`config.mk`:
```
export PLATFORM = sky130hd
export DESIGN_NAME = rvx_test_host
export DESIGN_NICKNAME = d
export VERILOG_FILES = /design/src/rtl/rvx_test_host.sv
export SDC_FILE = /design/constraint.sdc
export NUM_CORES = 1
export LEC_CHECK = 0
export CAP_MARGIN = 20
export CORE_UTILIZATION = 45
export DETAILED_ROUTE_END_ITERATION = 7
export PLACE_DENSITY_LB_ADDON = 0.15
export SYNTH_ARGS = -nofsm -noshare
export SYNTH_HDL_FRONTEND = slang
export SYNTH_SLANG_ARGS = --single-unit
export TNS_END_PERCENT = 50
```
`constraint.sdc`:
```
create_clock -name clock -period 14.3 [get_ports clock]
set_input_delay 4.29 -clock clock [delete_from_list [all_inputs] [get_ports clock]]
set_output_delay 4.29 -clock clock [all_outputs]
set_load 0.005 [all_outputs]
```
`src/rtl/rvx_test_host.sv`:
```
// RVX dbus test-host peripheral: tohost pass/fail capture, signature pointers, cycle counter, hang timeout.
// Optional random extra wait states when RVX_TEST_HOST_RANDOM_STALL_EN is defined.
module rvx_test_host #(
  parameter int WAIT_STATES    = 1,
  parameter int TIMEOUT_CYCLES = 500000
) (
  input  logic        clock,
  input  logic        reset,
  input  logic [31:0] address,
  input  logic        rrequest,
  output logic [31:0] rdata,
  output logic        rresponse,
  input  logic [31:0] wdata,
  input  logic [3:0]  wstrobe,
  input  logic        wrequest,
  output logic        wresponse,
  output logic        test_done,
  output logic        test_pass,
  output logic [30:0] fail_code
);

  localparam int unsigned WS_EFF       = (WAIT_STATES < 1) ? 1 : WAIT_STATES;
  localparam logic [31:0] WAIT_LOAD    = 32'(WS_EFF - 1);
  localparam logic [63:0] TIMEOUT_LAST = 64'(TIMEOUT_CYCLES) - 64'd1;

  typedef enum logic [1:0] {IDLE, WAIT, RESP} state_t;

  state_t      state, state_next;
  logic [31:0] wait_cnt, wait_cnt_next;
  logic [2:0]  req_addr;
  logic [31:0] req_wdata;
  logic [3:0]  req_wstrobe;
  logic        req_write;

  logic [31:0] tohost, sig_begin, sig_end;
  logic [63:0] cycle_cnt;
  logic [31:0] hi_snap;
  logic        done, pass, timed_out;

  logic        accept, commit, tohost_hit, timeout_hit;
  logic [2:0]  cur_addr;
  logic [31:0] cur_wdata, wmask;
  logic [3:0]  cur_wstrobe;
  logic        cur_write;
  logic [31:0] merged_tohost, merged_begin, merged_end;
  logic [31:0] stall_extra, stall_rd, wait_load, rd_mux;
  logic        unused_addr_bits;

  assign unused_addr_bits = ^{address[31:5], address[1:0]};

`ifdef RVX_TEST_HOST_RANDOM_STALL_EN
  logic [15:0] lfsr;
  logic [1:0]  stall_applied;

  always_ff @(posedge clock or posedge reset) begin
    if (reset) begin
      lfsr          <= 16'hACE1;
      stall_applied <= 2'd0;
    end else begin
      lfsr <= {lfsr[14:0], lfsr[15] ^ lfsr[13] ^ lfsr[12] ^ lfsr[10]};
      if (accept) stall_applied <= lfsr[1:0];
    end
  end

  assign stall_extra = {30'd0, lfsr[1:0]};
  assign stall_rd    = {30'd0, stall_applied};
`else
  assign stall_extra = 32'd0;
  assign stall_rd    = 32'd0;
`endif

  assign accept    = (state == IDLE) && (rrequest || wrequest);
  assign wait_load = WAIT_LOAD + stall_extra;

  always_comb begin
    state_next    = state;
    wait_cnt_next = wait_cnt;
    case (state)
      IDLE: begin
        if (accept) begin
          wait_cnt_next = wait_load;
          state_next    = (wait_load == 32'd0) ? RESP : WAIT;
        end
      end
      WAIT: begin
        if (wait_cnt <= 32'd1) begin
          wait_cnt_next = 32'd0;
          state_next    = RESP;
        end else begin
          wait_cnt_next = wait_cnt - 32'd1;
        end
      end
      RESP:    state_next = IDLE;
      default: state_next = IDLE;
    endcase
  end

  always_ff @(posedge clock or posedge reset) begin
    if (reset) begin
      state       <= IDLE;
      wait_cnt    <= 32'd0;
      req_addr    <= 3'd0;
      req_wdata   <= 32'd0;
      req_wstrobe <= 4'd0;
      req_write   <= 1'b0;
    end else begin
      state    <= state_next;
      wait_cnt <= wait_cnt_next;
      if (accept) begin
        req_addr    <= address[4:2];
        req_wdata   <= wdata;
        req_wstrobe <= wstrobe;
        req_write   <= wrequest;
      end
    end
  end

  // A write lands on the edge entering RESP, so its effect is visible alongside wresponse.
  // With a single wait state that edge is the accepting one, hence the bypass of the latches.
  assign cur_addr    = (state == IDLE) ? address[4:2] : req_addr;
  assign cur_wdata   = (state == IDLE) ? wdata        : req_wdata;
  assign cur_wstrobe = (state == IDLE) ? wstrobe      : req_wstrobe;
  assign cur_write   = (state == IDLE) ? wrequest     : req_write;
  assign commit      = (state_next == RESP) && cur_write;

  genvar gi;
  generate
    for (gi = 0; gi < 4; gi++) begin : g_lane
      assign wmask[gi*8 +: 8] = {8{cur_wstrobe[gi]}};
    end
  endgenerate

  assign merged_tohost = (tohost    & ~wmask) | (cur_wdata & wmask);
  assign merged_begin  = (sig_begin & ~wmask) | (cur_wdata & wmask);
  assign merged_end    = (sig_end   & ~wmask) | (cur_wdata & wmask);

  assign tohost_hit  = commit && (cur_addr == 3'd0) && !done && (merged_tohost != 32'd0);
  assign timeout_hit = (TIMEOUT_CYCLES != 0) && !done && (cycle_cnt == TIMEOUT_LAST);

  always_ff @(posedge clock or posedge reset) begin
    if (reset) begin
      tohost    <= 32'd0;
      sig_begin <= 32'd0;
      sig_end   <= 32'd0;
      cycle_cnt <= 64'd0;
      hi_snap   <= 32'd0;
      done      <= 1'b0;
      pass      <= 1'b0;
      timed_out <= 1'b0;
      fail_code <= 31'd0;
    end else begin
      cycle_cnt <= cycle_cnt + 64'd1;
      if (commit) begin
        case (cur_addr)
          3'd0:    tohost    <= merged_tohost;
          3'd1:    sig_begin <= merged_begin;
          3'd2:    sig_end   <= merged_end;
          default: ;
        endcase
      end
      if (tohost_hit) begin
        done <= 1'b1;
        if (merged_tohost == 32'd1) pass <= 1'b1;
        else                        fail_code <= merged_tohost[31:1];
      end else if (timeout_hit) begin
        done      <= 1'b1;
        timed_out <= 1'b1;
      end
      // CYCLE_HI returns the upper half as it was when CYCLE_LO was read.
      if (state == RESP && !req_write && req_addr == 3'd3)
        hi_snap <= cycle_cnt[63:32];
    end
  end

  always_comb begin
    rd_mux = 32'd0;
    case (req_addr)
      3'd0:    rd_mux = tohost;
      3'd1:    rd_mux = sig_begin;
      3'd2:    rd_mux = sig_end;
      3'd3:    rd_mux = cycle_cnt[31:0];
      3'd4:    rd_mux = hi_snap;
      3'd5:    rd_mux = {29'd0, timed_out, pass, done};
      3'd6:    rd_mux = stall_rd;
      default: rd_mux = 32'd0;
    endcase
  end

  assign rresponse = (state == RESP) && !req_write;
  assign wresponse = (state == RESP) && req_write;
  assign rdata     = rresponse ? rd_mux : 32'd0;
  assign test_done = done;
  assign test_pass = pass;

endmodule

```
==> metrics.cfg, run 1 <==
[die]
die_x_um = 183
rows = 65
core_region_area_mm2 = 0.0318
die_h_um = 183
start_util = 0.461
fp.dieArea_mm2 = 0.0333
pin_count = 139

[critical_path]
crit_type = reg -> out
crit_required_ns = 10.01
max_stage_delay_ns = 1.23
crit_end = rdata[28]
r2r_slack_ns = 10.04
r2r-start = state[0]$_DFF_PP0_
reg2reg_depth = 10
worstReg2RegEnd = fail_code[24]$_DFFE_PP0P_
crit_path_max_fanout = 27
cp-startpoint = req_addr[2]$_DFFE_PP0P_
critPathArrivalTime_ns = 4.27
cp_cell_sequence = buf_4 -> clkinv_1 -> nor2_1 -> a21oi_1 -> nor2_1 -> a221oi_1 -> nor2_1 -> clkdlybuf4s50_1
crit_top_cell = nor2_1
cp_slowest_cell = nor2_1
cp-end-kind = output pin
start_kind = flop

[logic_synthesis]
syn-cell-area_mm2 = 0.0147
synth_simple_gate_area_frac = 0.179
synth-main-ff-cell = dfrtp_1
ys_ff_latch = 300
async_flop_share = 1.00
synthMuxAreaShare = 0.149
synth_common_cells = dfrtp_1 (300), nand2_1 (265), mux2_2 (142), nor2_1 (124), xnor2_1 (64)
syn-instance-count = 1405
synth-compound-area-share = 0.0796
synth_warnings = 0
yosysSeqAreaShare = 0.512
synthTopCellsByArea = dfrtp_1 (51%), mux2_2 (11%), nand2_1 (6.8%)
yosys.area_share.adder = 0.00256
synth_nets = 1480
synth_edf_count = 0
synth_most_common_cell = dfrtp_1
yosysUniqueCellTypes = 63
synth_top_family_by_area = simple AND/OR/NAND/NOR gates
postSynthAreaPerCell_um2 = 10.4
yosys.area.top_type_share = 0.512
synth-xor-area-share = 0.0526
synth_area_leader_cell = dfrtp_1

[clock_tree]
postCtsHoldBufs = 0
clk_latency_ns = 0.52
ctsResizeCount = 0
clockRootBuffer = clkbuf_16
clock_path_buffers = 3
ctsHtreeMaxLevel = 2
clock-sinks = 300
clk_pin_slew_ns = 0.06
cts_buffers = 34
tritoncts = yes
postCtsSetupBuffers = 0

[grt]
grt_use_total = 0.250
grt_max_degree = 111
overflow = 0
first_global_vias = 11072
grt_pass1_wl_um = 64400
antenna_found_initial = 0

[placement]
dp_hpwl_um = 28400
place_inst = 1906
gp_congestion = 0.854
io_buffers = 109
pre_cts_slack_ns = 6.14
placed_cell_area_mm2 = 0.0162

[timing]
rsz0062_at_grt = false
finalMaxSlewViolations = 0
hold_viol = 0
max_freq_mhz = 117
tns_ns = 0
timing_worst_slew_pin_value_ns = 1.17
fin_crit_sh = 0.598
max_slew_margin = 0.216
setup_violations = 0
skew_ns = 0.0142
period_minus_slack_ns = 8.56
holdWs_ns = 0.479
worst_slack_ns = 5.74

[drt]
vias_per_cell = 5.72
drtIter0Drc = 924
wirelength_um = 40400
wl_per_cell_um = 20.5
drc_errors = 0
vias = 11250
drtPass1Iterations = 5
final_antenna_net_count = 0

[final_layout]
n_antenna_cell = 0
seqCellArea_mm2 = 0.00751
areaGrowthSynthToFinish_pct = 18.5
final-instance-count-excl-fill = 1967
fillCellCount = 2829
nNetsFinal = 1585
post-route-util = 0.547
multiInputGateArea_mm2 = 0.00682
drive_above_1_share = 0.163
design_area_mm2 = 0.0174

[power_and_ir_drop]
power_mw = 2.67
ir_worst_vdd_uv = 82.1
leakagePower_nw = 7.96
power_density_mw_per_mm2 = 154

[status]
status = finished, final reports clean

[min_path]
hold_start = fail_code[5]$_DFFE_PP0P_
hold_class = reg -> reg

[job]
drv_cap = 0

-- cells by family (layout without fill, tap and decap cells) --
| family | after synthesis | after routing |
|---|---|---|
| AO/OA/AOI/OAI | 162 | 162 |
| AND/OR/NAND/NOR | 573 | 573 |
| multiplexers | 188 | 188 |
| buffers and inverters | 91 | 218 |
| XOR/XNOR | 88 | 88 |
| adder cells (fa/ha/maj) | 3 | 3 |
| flip-flops | 300 | 300 |
-- worst min-delay path by stage --
stage	endpoint	slack, ns	cells after the start
final	fail_code[5]$_DFFE_PP0P_	0.48	1
after global routing	fail_code[5]$_DFFE_PP0P_	0.50	1
after CTS	fail_code[5]$_DFFE_PP0P_	0.49	1
after detailed placement	fail_code[21]$_DFFE_PP0P_	0.47	1
after global placement	fail_code[3]$_DFFE_PP0P_	0.47	1
after floorplan	cycle_cnt[0]$_DFF_PP0_	0.46	1
-- cell usage in the layout (no fill, tap or decap), types with 8 or more instances in the layout --
| cell | instances |
|---|---|
| nor4_1 | 20 |
| o22ai_1 | 16 |
| a22oi_1 | 9 |
| o21ai_0 | 31 |
| clkbuf_1 | 9 |
| nor3_1 | 36 |
| buf_4 | 20 |
| a21oi_1 | 22 |
| and3_1 | 15 |
| mux2_2 | 142 |
| a222oi_1 | 15 |
| clkdlybuf4s50_1 | 109 |
| xor2_1 | 24 |
| nand2_1 | 265 |
| nand4_1 | 18 |
| mux2i_1 | 14 |
| dfrtp_1 | 299 |
| nand3_1 | 25 |
| mux4_2 | 8 |
| or3_1 | 8 |
| nor2_2 | 8 |
| clkbuf_16 | 37 |
| a221oi_1 | 9 |
| nor2_1 | 122 |
| and4_1 | 9 |
| mux2_1 | 24 |
| a22o_1 | 13 |
| xnor2_1 | 64 |
| inv_1 | 26 |
| nor4b_1 | 10 |
-- where the power goes --
part           internal (mW)  total, mW  switching, mW
Clock                  0.519      0.866          0.346
Sequential              1.01       1.15          0.138
Combinational          0.301      0.658          0.356
-- layer usage --
| metal | GRT usage | up-vias | part of all wire |
|---|---|---|---|
| met1 | 0.356 | 5654 | 0.45 |
| met5 | 0 | - | 0 |
| li1 | - | 5153 | - |
| met3 | 0.0269 | 74 | 0.047 |
| met4 | 0.0867 | 0 | 0.032 |
| met2 | 0.398 | 369 | 0.47 |
-- critical path: cells and delay by family (launching register included) --
kind / cells / cell delay [ns]
buf+inv: 3 / 1.62
simple gates: 3 / 1.56
flops: 1 / 0.33
compound gates: 2 / 0.24
-- area by class of cell --
type | count | share of cell area
clock buffer | 52 | 0.0600
clock inverter | 6 | 0.00338
inverter | 28 | 0.00648
multi-input combinational | 1014 | 0.392
sequential | 300 | 0.432
tap | 435 | 0.0313
timing repair buffer | 132 | 0.0747
No activity file was read; power rests on OpenSTA's default activity.
==> run 2, diff against run 1 <==
- clock period: 14.3 -> 8.7 ns (I/O delays scaled with it)
==> metrics.cfg, run 2 (same netlist as run 1, synthesis figures left out) <==
[power_and_ir_drop]
power.internal_mw = 3.13  ; +71%
power_mw = 4.51  ; +69%
p_switching_mw = 1.37  ; +64%
pwr-share-comb = 0.232  ; -0.014
p_sw_frac = 0.305  ; -0.00946
ir_worst_vdd_uv = 141  ; +71%
power.share.clock = 0.344  ; +0.020
p_seq_frac = 0.424  ; -0.006
leakagePower_nw = 8.00  ; +0.47%
power_density_mw_per_mm2 = 258  ; +68%

[final_layout]
final_common_cell = dfrtp_1
final_cell_mix = dfrtp_1 (299), nand2_1 (265), mux2_2 (142)
seqCellArea_mm2 = 0.00751  ; unchanged
multiInputGateArea_mm2 = 0.00682  ; unchanged
n_antenna_cell = 0  ; unchanged
areaGrowthSynthToFinish_pct = 19.1
fillCellCount = 2830  ; +0.035%
drive_above_1_share = 0.164  ; +0.00152
nNetsFinal = 1582  ; -0.19%

[timing]
worst_slack_ns = 2.46  ; -3.29 ns
fin_crit_sh = 0.717
rsz0062_at_grt = false
max_slew_margin = 0.234  ; +0.0181
period_minus_slack_ns = 6.24
skew_ns = 0.0241  ; +0.00990 ns
holdWs_ns = 0.479  ; +0.000133 ns
hold_viol = 0  ; unchanged
tns_ns = 0  ; unchanged
finalMaxSlewViolations = 0  ; unchanged
timing_worst_slew_pin_value_ns = 1.14  ; -0.0271 ns
setup_violations = 0  ; unchanged
max_freq_mhz = 160

[critical_path]
crit_required_ns = 6.09  ; -3.92 ns
crit_path_max_fanout = 27  ; unchanged
crit_type = reg -> out
cp-end-kind = output pin
reg2reg_depth = 8  ; -2
critPathArrivalTime_ns = 3.63  ; -0.64 ns
start_kind = flop

[clock_tree]
postCtsSetupBuffers = 0  ; unchanged
clock-sinks = 300  ; unchanged
postCtsHoldBufs = 0  ; unchanged
clk_latency_ns = 0.52  ; about the same
clockRootBuffer = clkbuf_16
cts_buffers = 35  ; +2.9%
clock_path_buffers = 3  ; unchanged
ctsHtreeMaxLevel = 2  ; unchanged
clk_pin_slew_ns = 0.06  ; about the same
ctsResizeCount = 0  ; unchanged
tritoncts = yes

[status]
status = finished, final reports clean

[grt]
first_global_vias = 10939  ; -1.2%
overflow = 0  ; unchanged
grt_pass1_wl_um = 63200  ; -1.9%
grt_use_total = 0.246  ; -0.00426
antenna_found_initial = 0  ; unchanged
grt_max_degree = 172  ; +55%

[min_path]
hold_class = reg -> reg
holdPathStages = 1  ; unchanged

[drt]
drtPass1Iterations = 8  ; +3
wl_per_cell_um = 20.2  ; -1.4%
drc_errors = 0  ; unchanged
final_antenna_net_count = 0  ; unchanged
wirelength_um = 39800  ; -1.5%
vias = 11107  ; -1.3%
vias_per_cell = 5.65  ; -1.2%
drtIter0Drc = 841  ; -9.0%

[placement]
io_buffers = 109  ; unchanged
dp_hpwl_um = 28200  ; -0.87%
pre_cts_slack_ns = 2.58  ; -3.56 ns
gp_congestion = 0.859  ; +0.62%

[die]
start_util = 0.461  ; unchanged
die_x_um = 183  ; unchanged
core_region_area_mm2 = 0.0318  ; unchanged
die_h_um = 183  ; unchanged
fp.dieArea_mm2 = 0.0333  ; unchanged
pin_count = 139  ; unchanged
rows = 65  ; unchanged

[job]
drv_cap = 0  ; unchanged

run 2: cell types whose count changed in the layout (fill, tap and decap cells not counted), sizes merged:
cell      before  now
inv           27   26
buf           23   19
clkinvlp       0    1
clkinv         6    5
bufinv         1    4
run 2: worst paths after layout:
path | startpoint | endpoint | slack (ns)
max | req_addr[2]$_DFFE_PP0P_ | rdata[28] | 2.46
min | fail_code[3]$_DFFE_PP0P_ | fail_code[3]$_DFFE_PP0P_ | 0.48
max reg2reg | state[1]$_DFF_PP0_ | fail_code[11]$_DFFE_PP0P_ | 4.20
min reg2reg | fail_code[3]$_DFFE_PP0P_ | fail_code[3]$_DFFE_PP0P_ | 0.48
max in group asynchronous | reset | hi_snap[27]$_DFFE_PP0P_ | 5.03
min in group asynchronous | reset | tohost[4]$_DFFE_PP0P_ | 2.41
run 2: area by class of cell:
class,instances,share of cell area
flip-flops and latches,300,0.430
multi-input cells,1014,0.390
repair buffers,128,0.0725
clock buffers,52,0.0620
well taps,435,0.0312
clock inverters,8,0.00802
inverters,28,0.00623
run 2: metal layers:
metal	global-route usage	share of wire	up-vias
met5	0	0	-
met4	0.0655	0.023	0
met3	0.0309	0.049	60
met2	0.400	0.47	302
met1	0.347	0.46	5575
li1	-	-	5170
run 2: stage by stage:
| stage | area [µm²] | utilization | instances |
|---|---|---|---|
| floorplan | 14700 | - | 1405 |
| global placement | 16200 | 0.510 | 1904 |
| detailed placement | 16200 | 0.510 | 1904 |
| CTS | 17400 | 0.548 | 1964 |
| global route | 17500 | 0.549 | 1965 |
| finish | 17500 | 0.549 | 1965 |
run 2: power groups by stage:
stage	Sequential (mW)	Combinational (mW)	Clock, mW
3_3_place_gp	1.92	1.03	0
6_report	1.91	1.05	1.55
2_1_floorplan	1.82	0.790	0
5_1_grt	1.94	1.17	1.63
3_5_place_dp	1.93	1.04	0
4_1_cts	1.91	1.05	1.57
run 2: critical path: stages (launching register included):
cell	delay, ns
dfrtp_1	0.71
clkinv_1	0.13
buf_4	0.28
nor2_1	0.91
a21oi_1	0.17
nor2_1	0.13
a221oi_1	0.06
nor2_1	0.19
clkdlybuf4s50_1	0.53
==> run 3, diff against run 2 <==
- clock period: 8.7 -> 5.75 ns (I/O delays scaled with it)
==> metrics.cfg, run 3 (same netlist as run 1, synthesis figures left out) <==
[grt]
antenna_found_initial = 0  ; unchanged
grt_use_total = 0.249  ; +0.00301
first_global_vias = 10901  ; -0.35%
grt_max_degree = 92  ; -47%
grt_pass1_wl_um = 63900  ; +1.1%
overflow = 0  ; unchanged

[clock_tree]
tritoncts = yes
postCtsHoldBufs = 0  ; unchanged
postCtsSetupBuffers = 0  ; unchanged
clockRootBuffer = clkbuf_16
clk_latency_ns = 0.51  ; about the same
ctsHtreeMaxLevel = 2  ; unchanged
cts_buffers = 34  ; -2.9%
ctsResizeCount = 0  ; unchanged
clock_path_buffers = 3  ; unchanged
clock-sinks = 300  ; unchanged
clk_pin_slew_ns = 0.06  ; about the same

[status]
status = finished, final reports clean

[power_and_ir_drop]
power_density_mw_per_mm2 = 381  ; +48%
ir_worst_vdd_uv = 224  ; +59%
leakagePower_nw = 7.98  ; -0.17%
power_mw = 6.65  ; +47%

[drt]
wirelength_um = 40300  ; +1.4%
final_antenna_net_count = 0  ; unchanged
vias = 11163  ; +0.50%
vias_per_cell = 5.66  ; about the same
drtIter0Drc = 928  ; +10%
wl_per_cell_um = 20.4  ; +0.95%
drtPass1Iterations = 5  ; -3
drc_errors = 0  ; unchanged

[min_path]
holdPathStages = 1  ; unchanged
hold_class = reg -> reg

[timing]
period_minus_slack_ns = 5.06
fin_crit_sh = 0.880
hold_viol = 0  ; unchanged
holdWs_ns = 0.480  ; +0.000301 ns
max_freq_mhz = 198
tns_ns = 0  ; unchanged
max_slew_margin = 0.279  ; +0.0444
rsz0062_at_grt = false
finalMaxSlewViolations = 0  ; unchanged
skew_ns = 0.0238  ; -0.000351 ns
setup_violations = 0  ; unchanged
timing_worst_slew_pin_value_ns = 1.08  ; -0.0682 ns
worst_slack_ns = 0.688  ; -1.77 ns

[placement]
dp_hpwl_um = 28800  ; +2.3%
place_inst = 1915  ; +0.58%
io_buffers = 109  ; unchanged
placed_cell_area_mm2 = 0.0163  ; +0.74%
gp_congestion = 0.863  ; +0.42%
pre_cts_slack_ns = 0.635  ; -1.94 ns

[critical_path]
cp-end-kind = output pin
crit_path_max_fanout = 19  ; -30%
cp_cell_sequence = buf_4 -> inv_1 -> nand3b_1 -> inv_1 -> nand2_1 -> buf_4 -> nor2_1 -> clkdlybuf4s50_1
critPathArrivalTime_ns = 3.34  ; -0.29 ns
max_stage_delay_ns = 0.52  ; -0.39 ns
cp_slowest_cell = clkdlybuf4s50_1
crit_type = reg -> out
start_kind = flop
reg2reg_depth = 8  ; unchanged
crit_required_ns = 4.03  ; -2.06 ns

[die]
die_h_um = 183  ; unchanged
rows = 65  ; unchanged
core_region_area_mm2 = 0.0318  ; unchanged
start_util = 0.461  ; unchanged
fp.dieArea_mm2 = 0.0333  ; unchanged
die_x_um = 183  ; unchanged
pin_count = 139  ; unchanged

[final_layout]
post-route-util = 0.548  ; -0.000945
design_area_mm2 = 0.0174  ; -0.17%
areaGrowthSynthToFinish_pct = 18.9
n_antenna_cell = 0  ; unchanged
final_common_cell = dfrtp_1
drive_above_1_share = 0.164  ; +0.000447
final-instance-count-excl-fill = 1973  ; +0.41%
final_cell_mix = dfrtp_1 (299), nand2_1 (265), mux2_2 (142)
nNetsFinal = 1591  ; +0.57%

[job]
drv_cap = 0  ; unchanged

## run 3: final timing paths
| kind | startpoint | endpoint | slack (ns) |
|---|---|---|---|
| hold / removal | fail_code[4]$_DFFE_PP0P_ | fail_code[4]$_DFFE_PP0P_ | 0.48 |
| max in group asynchronous | reset | hi_snap[23]$_DFFE_PP0P_ | 3.06 |
| hold reg to reg | fail_code[4]$_DFFE_PP0P_ | fail_code[4]$_DFFE_PP0P_ | 0.48 |
| setup / recovery | state[0]$_DFF_PP0_ | rdata[13] | 0.69 |
| min in group asynchronous | reset | async pin | 1.73 |
| setup reg to reg | wait_cnt[8]$_DFFE_PP0P_ | fail_code[16]$_DFFE_PP0P_ | 1.89 |
## run 3: critical path: cells and delay by family (launching register included)
kind	cells	cell delay (ns)
buf+inv	5	1.53
simple gates	3	0.94
flops	1	0.36
## run 3: cell type report
type | count | area (µm²)
clock buffers | 51 | 986
clock inverters | 7 | 114
fillers | 2824 | 14400
inverters | 28 | 109
multi-input cells | 1014 | 6820
flip-flops and latches | 300 | 7510
well taps | 435 | 544
repair buffers | 138 | 1360
## run 3: routing by layer
layer | vias up | routed length, µm | global-route usage
met5 | - | 0 | 0
met4 | 0 | 1140 | 0.0776
li1 | 5158 | - | -
met1 | 5577 | 18100 | 0.352
met2 | 358 | 19000 | 0.398
met3 | 70 | 2000 | 0.0321
## run 3: report_power, final
part	switching (mW)	internal, mW	leakage (nW)
clock network	0.849	1.32	0.539
logic	0.855	0.755	3.50
registers	0.350	2.52	3.95
